--- src/rtl/apb_pkg.sv ---
// Shared types and constants for the APB master bridge: FSM states and the
// registered response record.
package apb_pkg;

    localparam int         APB_DATA_MAX     = 32;
    localparam logic [2:0] APB_PROT_DEFAULT = 3'b000;

    typedef enum logic [1:0] {
        IDLE,
        SETUP,
        ACCESS,
        RESP
    } apb_state_e;

    // Sized for the widest legal bus; narrower builds use the low bits.
    typedef struct packed {
        logic [APB_DATA_MAX-1:0] rdata;
        logic                    err;
        logic                    timeout;
    } apb_rsp_t;

endpackage

--- src/rtl/apb_master_bridge_if.sv ---
// Command/response ports plus the APB4 requester bus, bundled for the bridge.
// The master modport is the bridge side; slave is the command source and the APB peripheral.
interface apb_master_bridge_if #(
    parameter int ADDR_WIDTH = 16,
    parameter int DATA_WIDTH = 32,
    parameter int SEL_BITS   = 2
);
    logic                    cmd_valid;
    logic                    cmd_ready;
    logic [ADDR_WIDTH-1:0]   cmd_addr;
    logic                    cmd_write;
    logic [DATA_WIDTH-1:0]   cmd_wdata;
    logic [DATA_WIDTH/8-1:0] cmd_strb;
    logic [2:0]              cmd_prot;

    logic                    rsp_valid;
    logic                    rsp_ready;
    logic [DATA_WIDTH-1:0]   rsp_rdata;
    logic                    rsp_err;
    logic                    rsp_timeout;

    logic [ADDR_WIDTH-1:0]   PADDR;
    logic [2:0]              PPROT;
    logic [2**SEL_BITS-1:0]  PSEL;
    logic                    PENABLE;
    logic                    PWRITE;
    logic [DATA_WIDTH-1:0]   PWDATA;
    logic [DATA_WIDTH/8-1:0] PSTRB;
    logic [DATA_WIDTH-1:0]   PRDATA;
    logic                    PREADY;
    logic                    PSLVERR;

    modport master (
        input  cmd_valid, cmd_addr, cmd_write, cmd_wdata, cmd_strb, cmd_prot,
        output cmd_ready,
        output rsp_valid, rsp_rdata, rsp_err, rsp_timeout,
        input  rsp_ready,
        output PADDR, PPROT, PSEL, PENABLE, PWRITE, PWDATA, PSTRB,
        input  PRDATA, PREADY, PSLVERR
    );

    modport slave (
        output cmd_valid, cmd_addr, cmd_write, cmd_wdata, cmd_strb, cmd_prot,
        input  cmd_ready,
        input  rsp_valid, rsp_rdata, rsp_err, rsp_timeout,
        output rsp_ready,
        input  PADDR, PPROT, PSEL, PENABLE, PWRITE, PWDATA, PSTRB,
        output PRDATA, PREADY, PSLVERR
    );

endinterface

--- src/rtl/apb_wait_timer.sv ---
// Counts ACCESS cycles with PREADY low. It flags the last allowed wait cycle
// so the bridge can abort on that edge.
module apb_wait_timer #(
    parameter int TIMEOUT_CYCLES = 16
) (
    input  logic PCLK,
    input  logic PRESET,
    input  logic clear,
    input  logic count_en,
    output logic expired
);

    generate
        if (TIMEOUT_CYCLES == 0) begin : g_off
            assign expired = 1'b0;
        end else begin : g_on
            localparam int            CW   = (TIMEOUT_CYCLES > 1) ? $clog2(TIMEOUT_CYCLES) : 1;
            localparam logic [CW-1:0] LAST = CW'(TIMEOUT_CYCLES - 1);

            logic [CW-1:0] r_count;

            // NOTE: sequential state uses non-blocking assignments so every flop samples pre-edge values.
            always_ff @(posedge PCLK) begin
                if (PRESET || clear) begin
                    r_count <= '0;
                end else if (count_en) begin
                    r_count <= r_count + 1'b1;
                end
            end

            // The bridge leaves ACCESS on this edge, so the counter never wraps.
            assign expired = count_en && (r_count == LAST);
        end
    endgenerate

endmodule

--- src/rtl/apb_master_bridge.sv ---
// APB4 requester. It takes one valid/ready command at a time, runs SETUP/ACCESS
// with a one-hot PSEL decode and a bounded PREADY wait, then returns a response.
module apb_master_bridge
    import apb_pkg::*;
#(
    parameter int ADDR_WIDTH     = 16,
    parameter int DATA_WIDTH     = 32,
    parameter int SEL_BITS       = 2,
    parameter int TIMEOUT_CYCLES = 16
) (
    input logic                 PCLK,
    input logic                 PRESET,
    apb_master_bridge_if.master bus
);

    localparam int NSLV   = 2**SEL_BITS;
    localparam int STRB_W = DATA_WIDTH / 8;

    apb_state_e            r_state;
    apb_state_e            w_next_state;
    logic                  r_cmd_ready;
    logic [ADDR_WIDTH-1:0] r_paddr;
    logic [2:0]            r_pprot;
    logic [NSLV-1:0]       r_psel;
    logic                  r_penable;
    logic                  r_pwrite;
    logic [DATA_WIDTH-1:0] r_pwdata;
    logic [STRB_W-1:0]     r_pstrb;
    apb_rsp_t              r_rsp;

    logic                  w_cmd_hs;
    logic                  w_rsp_hs;
    logic                  w_expired;
    logic [NSLV-1:0]       w_psel_dec;

    assign w_cmd_hs   = bus.cmd_valid && r_cmd_ready;
    assign w_rsp_hs   = (r_state == RESP) && bus.rsp_ready;
    assign w_psel_dec = NSLV'(1) << bus.cmd_addr[ADDR_WIDTH-1 -: SEL_BITS];

    apb_wait_timer #(
        .TIMEOUT_CYCLES(TIMEOUT_CYCLES)
    ) u_wait_timer (
        .PCLK    (PCLK),
        .PRESET  (PRESET),
        .clear   (r_state == SETUP),
        .count_en((r_state == ACCESS) && !bus.PREADY),
        .expired (w_expired)
    );

    // NOTE: the default before the case keeps this block free of inferred latches.
    always_comb begin
        w_next_state = r_state;
        case (r_state)
            IDLE:    if (w_cmd_hs) w_next_state = SETUP;
            SETUP:   w_next_state = ACCESS;
            ACCESS:  if (bus.PREADY || w_expired) w_next_state = RESP;
            RESP:    if (w_rsp_hs) w_next_state = IDLE;
            default: w_next_state = IDLE;
        endcase
    end

    always_ff @(posedge PCLK) begin
        if (PRESET) begin
            r_state     <= IDLE;
            r_cmd_ready <= 1'b0;
            r_paddr     <= '0;
            r_pprot     <= APB_PROT_DEFAULT;
            r_psel      <= '0;
            r_penable   <= 1'b0;
            r_pwrite    <= 1'b0;
            r_pwdata    <= '0;
            r_pstrb     <= '0;
            r_rsp       <= '0;
        end else begin
            r_state     <= w_next_state;
            // Registered ready: low during reset, high the cycle after release.
            r_cmd_ready <= (w_next_state == IDLE);
            case (r_state)
                IDLE: begin
                    if (w_cmd_hs) begin
                        r_paddr  <= bus.cmd_addr;
                        r_pprot  <= bus.cmd_prot;
                        r_pwrite <= bus.cmd_write;
                        r_pwdata <= bus.cmd_wdata;
                        r_pstrb  <= bus.cmd_write ? bus.cmd_strb : '0;
                        r_psel   <= w_psel_dec;
                    end
                end
                SETUP: r_penable <= 1'b1;
                ACCESS: begin
                    if (bus.PREADY) begin
                        r_psel          <= '0;
                        r_penable       <= 1'b0;
                        r_rsp.rdata     <= r_pwrite ? '0 : APB_DATA_MAX'(bus.PRDATA);
                        r_rsp.err       <= bus.PSLVERR;
                        r_rsp.timeout   <= 1'b0;
                    end else if (w_expired) begin
                        r_psel          <= '0;
                        r_penable       <= 1'b0;
                        r_rsp.rdata     <= '0;
                        r_rsp.err       <= 1'b1;
                        r_rsp.timeout   <= 1'b1;
                    end
                end
                default: ;
            endcase
        end
    end

    assign bus.cmd_ready   = r_cmd_ready;
    assign bus.rsp_valid   = (r_state == RESP);
    assign bus.rsp_rdata   = r_rsp.rdata[DATA_WIDTH-1:0];
    assign bus.rsp_err     = r_rsp.err;
    assign bus.rsp_timeout = r_rsp.timeout;
    assign bus.PADDR       = r_paddr;
    assign bus.PPROT       = r_pprot;
    assign bus.PSEL        = r_psel;
    assign bus.PENABLE     = r_penable;
    assign bus.PWRITE      = r_pwrite;
    assign bus.PWDATA      = r_pwdata;
    assign bus.PSTRB       = r_pstrb;

endmodule
--- src/flat_wrapper.sv ---
// flat-port wrapper written by rule: the top's interface ports become plain ports
module apb_master_bridge_flat import apb_pkg::*;
#(
    parameter int ADDR_WIDTH     = 16,
    parameter int DATA_WIDTH     = 32,
    parameter int SEL_BITS       = 2,
    parameter int TIMEOUT_CYCLES = 16
)
  (PCLK, PRESET, bus_cmd_valid, bus_cmd_addr, bus_cmd_write, bus_cmd_wdata, bus_cmd_strb, bus_cmd_prot, bus_cmd_ready, bus_rsp_valid, bus_rsp_rdata, bus_rsp_err, bus_rsp_timeout, bus_rsp_ready, bus_PADDR, bus_PPROT, bus_PSEL, bus_PENABLE, bus_PWRITE, bus_PWDATA, bus_PSTRB, bus_PRDATA, bus_PREADY, bus_PSLVERR);
  apb_master_bridge_if #(.ADDR_WIDTH(ADDR_WIDTH), .DATA_WIDTH(DATA_WIDTH), .SEL_BITS(SEL_BITS)) bus_i ();
  input logic PCLK;
  input logic PRESET;
  input wire logic [$bits(bus_i.cmd_valid)-1:0] bus_cmd_valid;
  input wire logic [$bits(bus_i.cmd_addr)-1:0] bus_cmd_addr;
  input wire logic [$bits(bus_i.cmd_write)-1:0] bus_cmd_write;
  input wire logic [$bits(bus_i.cmd_wdata)-1:0] bus_cmd_wdata;
  input wire logic [$bits(bus_i.cmd_strb)-1:0] bus_cmd_strb;
  input wire logic [$bits(bus_i.cmd_prot)-1:0] bus_cmd_prot;
  output wire logic [$bits(bus_i.cmd_ready)-1:0] bus_cmd_ready;
  output wire logic [$bits(bus_i.rsp_valid)-1:0] bus_rsp_valid;
  output wire logic [$bits(bus_i.rsp_rdata)-1:0] bus_rsp_rdata;
  output wire logic [$bits(bus_i.rsp_err)-1:0] bus_rsp_err;
  output wire logic [$bits(bus_i.rsp_timeout)-1:0] bus_rsp_timeout;
  input wire logic [$bits(bus_i.rsp_ready)-1:0] bus_rsp_ready;
  output wire logic [$bits(bus_i.PADDR)-1:0] bus_PADDR;
  output wire logic [$bits(bus_i.PPROT)-1:0] bus_PPROT;
  output wire logic [$bits(bus_i.PSEL)-1:0] bus_PSEL;
  output wire logic [$bits(bus_i.PENABLE)-1:0] bus_PENABLE;
  output wire logic [$bits(bus_i.PWRITE)-1:0] bus_PWRITE;
  output wire logic [$bits(bus_i.PWDATA)-1:0] bus_PWDATA;
  output wire logic [$bits(bus_i.PSTRB)-1:0] bus_PSTRB;
  input wire logic [$bits(bus_i.PRDATA)-1:0] bus_PRDATA;
  input wire logic [$bits(bus_i.PREADY)-1:0] bus_PREADY;
  input wire logic [$bits(bus_i.PSLVERR)-1:0] bus_PSLVERR;
  assign bus_i.cmd_valid = bus_cmd_valid;
  assign bus_i.cmd_addr = bus_cmd_addr;
  assign bus_i.cmd_write = bus_cmd_write;
  assign bus_i.cmd_wdata = bus_cmd_wdata;
  assign bus_i.cmd_strb = bus_cmd_strb;
  assign bus_i.cmd_prot = bus_cmd_prot;
  assign bus_cmd_ready = bus_i.cmd_ready;
  assign bus_rsp_valid = bus_i.rsp_valid;
  assign bus_rsp_rdata = bus_i.rsp_rdata;
  assign bus_rsp_err = bus_i.rsp_err;
  assign bus_rsp_timeout = bus_i.rsp_timeout;
  assign bus_i.rsp_ready = bus_rsp_ready;
  assign bus_PADDR = bus_i.PADDR;
  assign bus_PPROT = bus_i.PPROT;
  assign bus_PSEL = bus_i.PSEL;
  assign bus_PENABLE = bus_i.PENABLE;
  assign bus_PWRITE = bus_i.PWRITE;
  assign bus_PWDATA = bus_i.PWDATA;
  assign bus_PSTRB = bus_i.PSTRB;
  assign bus_i.PRDATA = bus_PRDATA;
  assign bus_i.PREADY = bus_PREADY;
  assign bus_i.PSLVERR = bus_PSLVERR;
  apb_master_bridge #(.ADDR_WIDTH(ADDR_WIDTH), .DATA_WIDTH(DATA_WIDTH), .SEL_BITS(SEL_BITS), .TIMEOUT_CYCLES(TIMEOUT_CYCLES)) u_core (.PCLK(PCLK), .PRESET(PRESET), .bus(bus_i));
endmodule
--- config.mk ---
export PLATFORM = sky130hd
export DESIGN_NAME = apb_master_bridge_flat
export DESIGN_NICKNAME = d
export VERILOG_FILES = /design/src/rtl/apb_pkg.sv /design/src/rtl/apb_master_bridge_if.sv /design/src/rtl/apb_wait_timer.sv /design/src/rtl/apb_master_bridge.sv /design/src/flat_wrapper.sv
export SDC_FILE = /design/constraint.sdc
export NUM_CORES = 1
export LEC_CHECK = 0
export ABC_AREA = 1
export BUFFER_PORTS_ARGS = -buffer_cell sky130_fd_sc_hd__buf_2
export CAP_MARGIN = 25
export CELL_PAD_IN_SITES_DETAIL_PLACEMENT = 1
export CELL_PAD_IN_SITES_GLOBAL_PLACEMENT = 2
export CORE_ASPECT_RATIO = 0.9
export CORE_MARGIN = 2
export CORE_UTILIZATION = 24
export DETAILED_ROUTE_END_ITERATION = 12
export PLACE_DENSITY = 0.75
export SLEW_MARGIN = 20
export SYNTH_ARGS = -nofsm -noshare
export SYNTH_HDL_FRONTEND = slang
export SYNTH_SLANG_ARGS = --single-unit
--- constraint.sdc ---
create_clock -name PCLK -period 1.5 [get_ports PCLK]
set_input_delay 0.3 -clock PCLK [delete_from_list [all_inputs] [get_ports PCLK]]
set_output_delay 0.3 -clock PCLK [all_outputs]
set_load 0.01 [all_outputs]
Yosys cells after proc, flatten, opt, wreduce, memory -nomap -nowiden --
Cells that the tools add are included.
Word-level totals: flip-flop bits (word level) 102, output and inout bits 97, logic and storage cells 52
Operators by class: add/subtract/negate cells 1, eq/ne operators 6, shifts and indexed selects 1, multiplexer cells 15, reduce and logical (&&, ||, !) cells 16
Operator list (number):
- $mux 34 | 2
- $mux 32 | 1
- $mux 4 | 4
- $pmux 2 s4 | 1
- $pmux 4 s2 | 1
- $mux 2 | 3
- $reduce_and 2->1 | 3
- $reduce_bool 2->1 | 3
- $add 4x1->4 const B | 1
- $eq 2x2->1 const B | 2
- $eq 4x4->1 const B | 1
- $logic_and 1x1->1 | 4
- $logic_not 2->1 | 2
- $shl 1x2->4 const A | 1
- $ne 3x2->1 const B | 1
- $reduce_and 3->1 | 1
- $eq 2x1->1 const B | 1
- $logic_or 1x1->1 | 2
- $mux 1 | 2
- $ne 2x1->1 const B | 1
- $pmux 1 s2 | 1
- $logic_not 1->1 | 1

Longest topological paths before layout --
Gate-level depths: netlist of run 1.
word-level depth 7, gate-level depth with buffers 8, gate-level depth less buffers 7

Modules after synthesis --
From an unflattened synthesis of run 1, not the netlist that was laid out.
Second synthesis, totals: cells, all modules 526, area total of the unflattened synthesis 3941.3 um2
Modules (own cells, without submodules):
- apb_master_bridge | times used 1, cells each 500, area each 3761.1 um2, sequential area each 1961.9 um2
- apb_wait_timer | times used 1, cells each 26, area each 180.2 um2, sequential area each 80.1 um2

Worst setup path after synthesis of run 1 --
OpenSTA, ideal clock, no wires.
path type reg-to-reg, start point register u_core.u_wait_timer.g_on.r_count[0], end point register u_core.r_rsp, in the netlist u_core.bus.rsp_rdata[21], setup time 0.112 ns, arrival 1.203 ns, data required time 1.388 ns, slack 0.185 ns, cell stages (with the launch flop) 9, path through dfxtp_1 ha_1 nand3_2 nand2_1 nand2_2 buf_6 buf_6 a21oi_2 nor2_1
On the way: word-level cells in the longest chain between the ends 4
Ends and longest elaborated chain:
- start, declared | RTL line apb_wait_timer.sv:20 | logic [CW-1:0] r_count;
- start signal, assigned | RTL line apb_wait_timer.sv:27 | r_count <= r_count + 1'b1;
- $eq 4x4->1 | RTL line apb_wait_timer.sv:32 | assign expired = count_en && (r_count == LAST);
- $logic_and 1x1->1 | RTL line apb_wait_timer.sv:32
- $reduce_bool 2->1 (no line)
- $reduce_and 2->1 (no line)
- end, declared | RTL line apb_master_bridge.sv:29 | apb_rsp_t r_rsp;
Every way passes these cells. A chain may end at the register's enable or synchronous reset.

Final worst setup path of run 1 --
start point register u_core.u_wait_timer.g_on.r_count[1], end point register u_core.r_rsp, in the netlist u_core.bus.rsp_rdata[18]
Same word-level chain as after synthesis.

==> results of run 1 <==
## worst register-to-register path, cell delays in order (launching register included)
cell and delay (ns):
dfxtp_4 0.37, ha_4 0.15, nand3_2 0.10, nand2_2 0.10, nand2_4 0.12, buf_12 0.20, a21oi_1 0.16, nor2_1 0.06
## registers in the layout (all words and copies together) (netlist names)
signal	cells
u_core.bus.PENABLE	1
u_core.bus.rsp_timeout	1
u_core.bus.cmd_ready	1
u_core.bus.PPROT	3
u_core.bus.PSTRB	4
u_core.u_wait_timer.g_on.r_count	4
u_core.bus.rsp_rdata	32
u_core.bus.rsp_err	1
u_core.bus.PWDATA	32
u_core.bus.PADDR	16
u_core.bus.PSEL	4
u_core.bus.PWRITE	1
u_core.r_state	2
## power groups by stage
stage	sequential [mW]	combinational, mW	clock [mW]
global route	3.15	1.59	3.07
detailed placement	3.18	1.42	0
global placement	3.17	1.38	0
floorplan	3.30	0.699	0
CTS	3.12	1.44	2.96
finish	3.12	1.40	2.84
## Yosys cell counts, drive strengths merged
cell type,instances,area share (%)
nand2,99,9.3
o21ai,53,6.5
nand4,1,0.15
a21oi,46,6.6
o21bai,1,0.19
dfxtp,102,50
nor3,3,0.37
clkbuf,11,1.0
inv,52,4.8
ha,1,0.31
buf,20,4.1
nand3,11,1.6
nor2,151,15
## worst min-delay path by stage
stage / from / end / slack, ns
2_1_floorplan: bus_PRDATA[21] / u_core.bus.rsp_rdata[21]$_SDFFE_PP0P_ / 0.43
3_3_place_gp: u_core.bus.PSTRB[2]$_SDFFE_PP0P_ / u_core.bus.PSTRB[2]$_SDFFE_PP0P_ / 0.45
3_5_place_dp: u_core.bus.PSTRB[2]$_SDFFE_PP0P_ / u_core.bus.PSTRB[2]$_SDFFE_PP0P_ / 0.46
4_1_cts: bus_PRDATA[24] / u_core.bus.rsp_rdata[24]$_SDFFE_PP0P_ / 0.16
5_1_grt: bus_PRDATA[28] / u_core.bus.rsp_rdata[28]$_SDFFE_PP0P_ / 0.17
6_report: bus_PRDATA[24] / u_core.bus.rsp_rdata[24]$_SDFFE_PP0P_ / 0.18
## layout make-up
class | instances | area, µm² | area share, %
Sequential cell | 102 | 2050 | 36.1
Multi-Input combinational cell | 366 | 1630 | 28.8
Timing Repair Buffer | 206 | 1170 | 20.6
Tap cell | 211 | 264 | 4.66
Clock buffer | 10 | 229 | 4.04
Inverter | 52 | 195 | 3.44
Clock inverter | 6 | 134 | 2.36
## routing by layer
layer	track usage, %	vias to the layer above	part of all wire [%]
met2	24.2	137	46
met1	17.6	1856	45
met5	0	-	0
met4	4.12	0	1.3
met3	5.32	12	8.1
li1	-	2079	-
## stage by stage
step | total power [mW] | util [%] | std cells | setup slack [ns]
finish | 7.36 | 33.9 | 953 | 0.137
global route | 7.82 | 33.9 | 953 | 0.0233
CTS | 7.52 | 33.8 | 953 | 0.00848
detailed placement | 4.60 | 31.4 | 936 | -0.0191
global placement | 4.55 | 31.4 | 936 | 0.108
floorplan | 3.99 | - | 551 | 0.185
## cell families (layout without fill, tap and decap cells)
group	Yosys count	in the layout	synth area share (%)
adders and majority gates	1	1	0.309
and+or+nand+nor	265	265	26.0
buffers and inverters	83	274	9.94
AOI/OAI and AO/OA	100	100	13.3
DFF	102	102	50.4
## cell usage in the layout, fill, tap and decap left out
cell and instances:
a21oi_1 36, nand3_2 2, nand2_1 96, dfxtp_2 2, o21ai_0 53, nand2_4 1
buf_4 9, ha_4 1, bufinv_16 4, nand4_1 1, buf_2 190, buf_16 1
clkbuf_1 1, nor3_1 3, inv_2 3, dfxtp_4 1, buf_12 6, clkinv_2 1
inv_1 49, a21oi_2 10, clkbuf_16 9, nand3_1 9, o21bai_1 1, nor2_1 146
nor2_2 2, clkinv_4 1, nor2_4 3, dfxtp_1 99, nand2_2 2
## repair_timing
action                                 CTS  global route
setup endpoints to repair               10            20
cloned                                   1             0
resized for setup                        4             5
buffers inserted                         0             0
pin swaps                                1             0
endpoints found under the hold margin    0             0
==> results by group, run 1 <==
Synthesis
  – Register area share after synthesis: 50.4%
  – Netlist cell types: 21
  – Seq cells post-synth: 102
  – Synthesized cell area: just over 4000 µm²
  – Net Count, Synth: around 650
  – Post-Synthesis Cells: 551
  – Synth warnings: 0
  – Syn_area_per_cell: 7.36 µm²

Timing
  – Clock Skew: between 0.004 and 0.005 ns
  – Final TNS setup: 0 ns
  – Final setup viols: 0
  – Relative slew slack: 73.4%
  – F_max: 0.734 GHz
  – Final period utilization: about 91%
  – Period minus WS final: 1.36 ns
  – Hold_ws: 0.176 ns
  – Pins Over Slew Limit: 0
  – Worst Max-Slew Pin Slew: 0.398 ns
  – Hold Vio Cnt, Final: 0
  – RSZ-0062 raised after global routing: no

Critical path
  – Crit path DAT: 1.60 ns
  – Crit Path Max Fanout: 22
  – Worst Setup Path Type: flop to flop
  – Worst reg2reg path startpoint: u_core.u_wait_timer.g_on.r_count[1]$_SDFFE_PP0P_
  – Max stage delay cell, worst path: dfxtp_4
  – Critical path launch point: u_core.u_wait_timer.g_on.r_count[1]$_SDFFE_PP0P_
  – Setup crit end: u_core.bus.rsp_rdata[18]$_SDFFE_PP0P_
  – Crit path depth: 7
  – Worst EP required: 1.74 ns
  – CP peak stage delay: 0.37 ns
  – R2R setup slack: around 0.14 ns
  – Critical path's top delay family: flip-flops
  – Reg2reg end: u_core.bus.rsp_rdata[18]$_SDFFE_PP0P_
  – Startpoint types: flop
  – Nature of the critical path endpoint: flop
  – Worst Path Buf+Inv: 1
  – Ordered cell list for the critical path: ha_4, nand3_2, nand2_2, nand2_4, buf_12, a21oi_1, nor2_1
  – R2r worst-path depth: 7

Global route
  – Congestion Overflow GR: 0
  – Global Route Usage Sum: 14.5%
  – Largest net degree at the start of global routing: 43
  – Initial antenna violation count: 0
  – First-pass GRT wire length: approximately 21000 µm
  – Vias in the first global route: 4187

Placed design
  – I/O Buffers: between 150 and 200
  – DP HPWL: 9680 µm
  – Placement Cell Area: 5250 µm²
  – Final GP Congestion: 0.734

Clocking
  – Clk root buf: clkbuf_16
  – Worst-Skew Late Latency: between 0.3 and 0.4 ns
  – CTS Buf Count: 9
  – H-tree Lvls: 3
  – Clock Path Buffers: 2
  – Clk pin slew, worst setup/hold paths: 0.07 ns
  – CTS Sinks: slightly above 100
  – TritonCTS clock tree: built
  – Post-CTS Hold Buffers: 0

Power and ir drop
  – Static Leakage: around 2.9 nW
  – Clk pwr share: 38.6%
  – Flop pwr share: roughly 42%
  – Comb pwr share: 19.0%
  – Internal power: 5.35 mW
  – PwrDens: 1300 nW/µm²
  – Sw Pwr: 2.01 mW
  – Peak supply drop: 510 µV
  – Sw Share: 27.3%

Detailed routing
  – DRC: 0
  – TritonRoute pass-1 iters: 4
  – Routed Antenna Nets: 0
  – Iter 0 DRT Violations: 113
  – Post-DR vias/cell: between 4 and 5
  – Drt total wl: 12900 µm
  – Drt wl/cell: 13.5 µm
  – Via count: around 4000

Final layout
  – Area grow syn2layout: 39.8%
  – Fraction of layout cells with a size suffix above 1: 33.4%
  – Ant diodes: 0
  – Filler cells: 2130
  – Net total in the final layout: 832
  – Final instance area: 5670 µm²

Floorplanning
  – Row Count: 45
  – Die W: 141 µm
  – Boundary Pins: 191
  – Starting Density: 24.2%
  – Core box area: 16700 µm²
  – DIE HEIGHT: 127 µm
  – Die Outline Area: 17900 µm²

Hold path
  – Min-Delay Path Class: primary input to flop
  – WHS Path Cells: 3

Job
  – Max Cap Viol: 0

Status
  – Status: complete, no violations
Power figures use the tool's default switching activity.
==> run 2, diff against run 1 <==
--- a/config.mk
+++ b/config.mk
@@ -14,7 +14,9 @@
 export CORE_MARGIN = 2
 export CORE_UTILIZATION = 24
 export DETAILED_ROUTE_END_ITERATION = 12
+export GPL_TIMING_DRIVEN = 0
 export PLACE_DENSITY = 0.75
+export SKIP_LAST_GASP = 1
 export SLEW_MARGIN = 20
 export SYNTH_ARGS = -nofsm -noshare
 export SYNTH_HDL_FRONTEND = slang
==> run 2 against run 1 <==
  * Sequential power hardly changed
  * Via count rose by 2.6%
  * Fmax shrank 1.4%
  * Count of clock-buffer cells in the layout shrank 1
  * Sequential cell count did not move
  * Hold slack improved by 0.0021 ns
  * Global-route usage grew 0.84 points
  * Largest power group unchanged
  * Cell count is 1.4% higher
  * Combinational power about the same
  * Sequential share of layout area grew 0.39 points
  * Die area is the same
  * Wire length rose by 4.5%
==> results by group, run 2 (same netlist as run 1, synthesis figures left out) <==
Status
  – Status: complete, no violations (unchanged)

Detailed routing
  – Drt wl/cell: 13.9 µm (was 13.5 µm)
  – Post-DR vias/cell: 4.34 (was 4.29)
  – Routed met3 length: 1210 µm (was 1050 µm)
  – DR WL met2: 6100 µm (was 5870 µm)
  – TritonRoute pass-1 iters: 4 (unchanged)
  – Iter 0 DRT Violations: 151 (was 113)
  – Routed Antenna Nets: 0 (unchanged)
  – DRC: 0 (unchanged)
  – Via count: 4189 (was 4084)
  – Wl on met1: 5990 µm (was 5790 µm)
  – Drt total wl: 13500 µm (was 12900 µm)
  – Top Layer Used: met4 (unchanged)

Final layout
  – Most frequent cells in the layout: buf_2 (199), nor2_1 (147), dfxtp_1 (99), nand2_1 (96), o21ai_0 (53) (was buf_2 (190), nor2_1 (146), dfxtp_1 (99), nand2_1 (96), o21ai_0 (53))
  – Final core utilization: 33.5% (was 33.9%)
  – Fraction of layout cells with a size suffix above 1: 33.4% (about the same)
  – Ant diodes: 0 (unchanged)
  – Area grow syn2layout: 38.3% (was 39.8%)
  – Net total in the final layout: 846 (was 832)
  – Most common cell after layout, fill and taps aside: buf_2 (unchanged)

Critical path
  – Startpoint types: flop (unchanged)
  – R2R setup slack: 0.12 ns (was 0.14 ns)
  – Worst EP required: 1.74 ns (about the same)
  – Nature of the critical path endpoint: flop (unchanged)
  – R2r worst-path depth: 8 (was 7)
  – Reg2reg end: u_core.bus.rsp_rdata[25]$_SDFFE_PP0P_ (was u_core.bus.rsp_rdata[18]$_SDFFE_PP0P_)
  – Worst Setup Path Type: flop to flop (unchanged)
  – Crit Path Max Fanout: 10 (was 22)
  – Worst reg2reg path startpoint: u_core.u_wait_timer.g_on.r_count[0]$_SDFFE_PP0P_ (was u_core.u_wait_timer.g_on.r_count[1]$_SDFFE_PP0P_)
  – Crit path DAT: 1.62 ns (was 1.60 ns)

Clocking
  – TritonCTS clock tree: built (unchanged)
  – Clk root buf: clkbuf_16 (unchanged)
  – Clk pin slew, worst setup/hold paths: 0.07 ns (about the same)
  – Post-CTS setup buffer count: 0 (unchanged)
  – CTS Buf Count: 9 (unchanged)
  – H-tree Lvls: 3 (unchanged)
  – CTS Sinks: 102 (unchanged)
  – Worst-Skew Late Latency: 0.35 ns (was 0.34 ns)
  – Clock Path Buffers: 2 (unchanged)

Power and ir drop
  – Peak supply drop: 509 µV (was 510 µV)
  – Overall power: 7.05 mW (was 7.36 mW)
  – Static Leakage: 2.86 nW (was 2.89 nW)
  – PwrDens: 1260 nW/µm² (was 1300 nW/µm²)

Placed design
  – DP HPWL: 10500 µm (was 9680 µm)
  – I/O Buffers: 189 (was 190)
  – Final GP Congestion: 0.771 (was 0.734)

Timing
  – Worst Max-Slew Pin Slew: 0.568 ns (was 0.398 ns)
  – RSZ-0062 raised after global routing: yes (was no)
  – Final setup viols: 0 (unchanged)
  – Period minus WS final: 1.38 ns (was 1.36 ns)
  – Clock Skew: 0.00754 ns (was 0.00405 ns)
  – Final period utilization: 92.2% (was 90.8%)
  – Hold_ws: 0.178 ns (was 0.176 ns)
  – Relative slew slack: 62.1% (was 73.4%)
  – Hold Vio Cnt, Final: 0 (unchanged)
  – Pins Over Slew Limit: 0 (unchanged)
  – F_max: 0.723 GHz (was 0.734 GHz)

Floorplanning
  – Row Count: 45 (unchanged)
  – Die Outline Area: 17900 µm² (unchanged)
  – Starting Density: 24.2% (unchanged)
  – Die W: 141 µm (unchanged)
  – DIE HEIGHT: 127 µm (unchanged)
  – Boundary Pins: 191 (unchanged)
  – Core box area: 16700 µm² (unchanged)

Global route
  – Initial antenna violation count: 0 (unchanged)
  – Congestion Overflow GR: 0 (unchanged)
  – Vias in the first global route: 4329 (was 4187)
  – Largest net degree at the start of global routing: 17 (was 43)
  – Global Route Usage Sum: 15.3% (was 14.5%)
  – First-pass GRT wire length: 21700 µm (was 20800 µm)

Hold path
  – WHS Path Cells: 3 (unchanged)
  – Hold Crit Endpoint: u_core.bus.rsp_rdata[23]$_SDFFE_PP0P_ (was u_core.bus.rsp_rdata[24]$_SDFFE_PP0P_)
  – Min-Delay Path Class: primary input to flop (unchanged)
  – Hold Path Origin: bus_PRDATA[23] (was bus_PRDATA[24])

Job
  – Max Cap Viol: 0 (unchanged)
run 2: cell types whose count changed in the layout (fill, tap and decap cells not counted), sizes merged:
| cell | before | now |
|---|---|---|
| bufinv | 4 | 2 |
| clkinvlp | 0 | 1 |
| clkbuf | 10 | 20 |
| inv | 52 | 53 |
| buf | 206 | 209 |
run 2: layer usage:
metal	GRT usage, %	up-vias
met2	25.5	137
met1	18.2	1938
li1	-	2101
met5	0	-
met3	6.37	13
met4	4.47	0
run 2: what timing repair did:
item                                   in CTS  in global routing
endpoints found under the hold margin       0                  0
setup endpoints to repair                  12                 39
hold buffers                                0                  0
cloned                                      0                  0
gates resized for setup                     5                  8
run 2: worst max-delay path by stage:
stage,from,end,depth (start not counted)
floorplan,u_core.u_wait_timer.g_on.r_count[0]$_SDFFE_PP0P_,u_core.bus.rsp_rdata[21]$_SDFFE_PP0P_,8
global placement,PRESET,u_core.bus.PSEL[2]$_SDFFE_PP0P_,6
detailed placement,PRESET,u_core.bus.rsp_rdata[22]$_SDFFE_PP0P_,5
CTS,u_core.u_wait_timer.g_on.r_count[0]$_SDFFE_PP0P_,u_core.bus.rsp_rdata[25]$_SDFFE_PP0P_,8
global route,u_core.u_wait_timer.g_on.r_count[0]$_SDFFE_PP0P_,u_core.bus.rsp_rdata[27]$_SDFFE_PP0P_,8
finish,u_core.u_wait_timer.g_on.r_count[0]$_SDFFE_PP0P_,u_core.bus.rsp_rdata[25]$_SDFFE_PP0P_,8
run 2: worst max-delay path, cell delays in order (launching register included):
cell and delay (ns):
dfxtp_4 0.38, ha_4 0.15, nand3_2 0.10, nand2_2 0.09, nand2_4 0.08, buf_8 0.16
buf_6 0.15, a21oi_2 0.11, nor2_1 0.05
run 2: report_power, final:
group,total [mW],internal (mW),switching [mW]
Clock,2.52,1.45,1.07
Sequential,3.11,2.98,0.140
Combinational,1.42,0.576,0.840
Total,7.05,5.01,2.05
run 2: metrics by stage:
stage	area (µm²)	instances	worst slack, ns	setup TNS [ns]
after floorplan	4050	551	0.185	0
after global placement	5260	951	-0.0539	-0.614
after detailed placement	5260	951	-0.0941	-1.20
after CTS	5590	966	0.00938	0
after global routing	5610	966	-0.00548	-0.00548
final	5610	966	0.117	0
run 2: area by class of cell:
cell class / count / area, µm²
Inverter: 52 / 195
Sequential cell: 102 / 2050
Clock inverter: 6 / 86.3
Buffer: 31 / 214
Tap cell: 211 / 264
Multi-Input combinational cell: 366 / 1630
Timing Repair Buffer: 189 / 946
Fill cell: 2113 / 11100
Clock buffer: 9 / 225
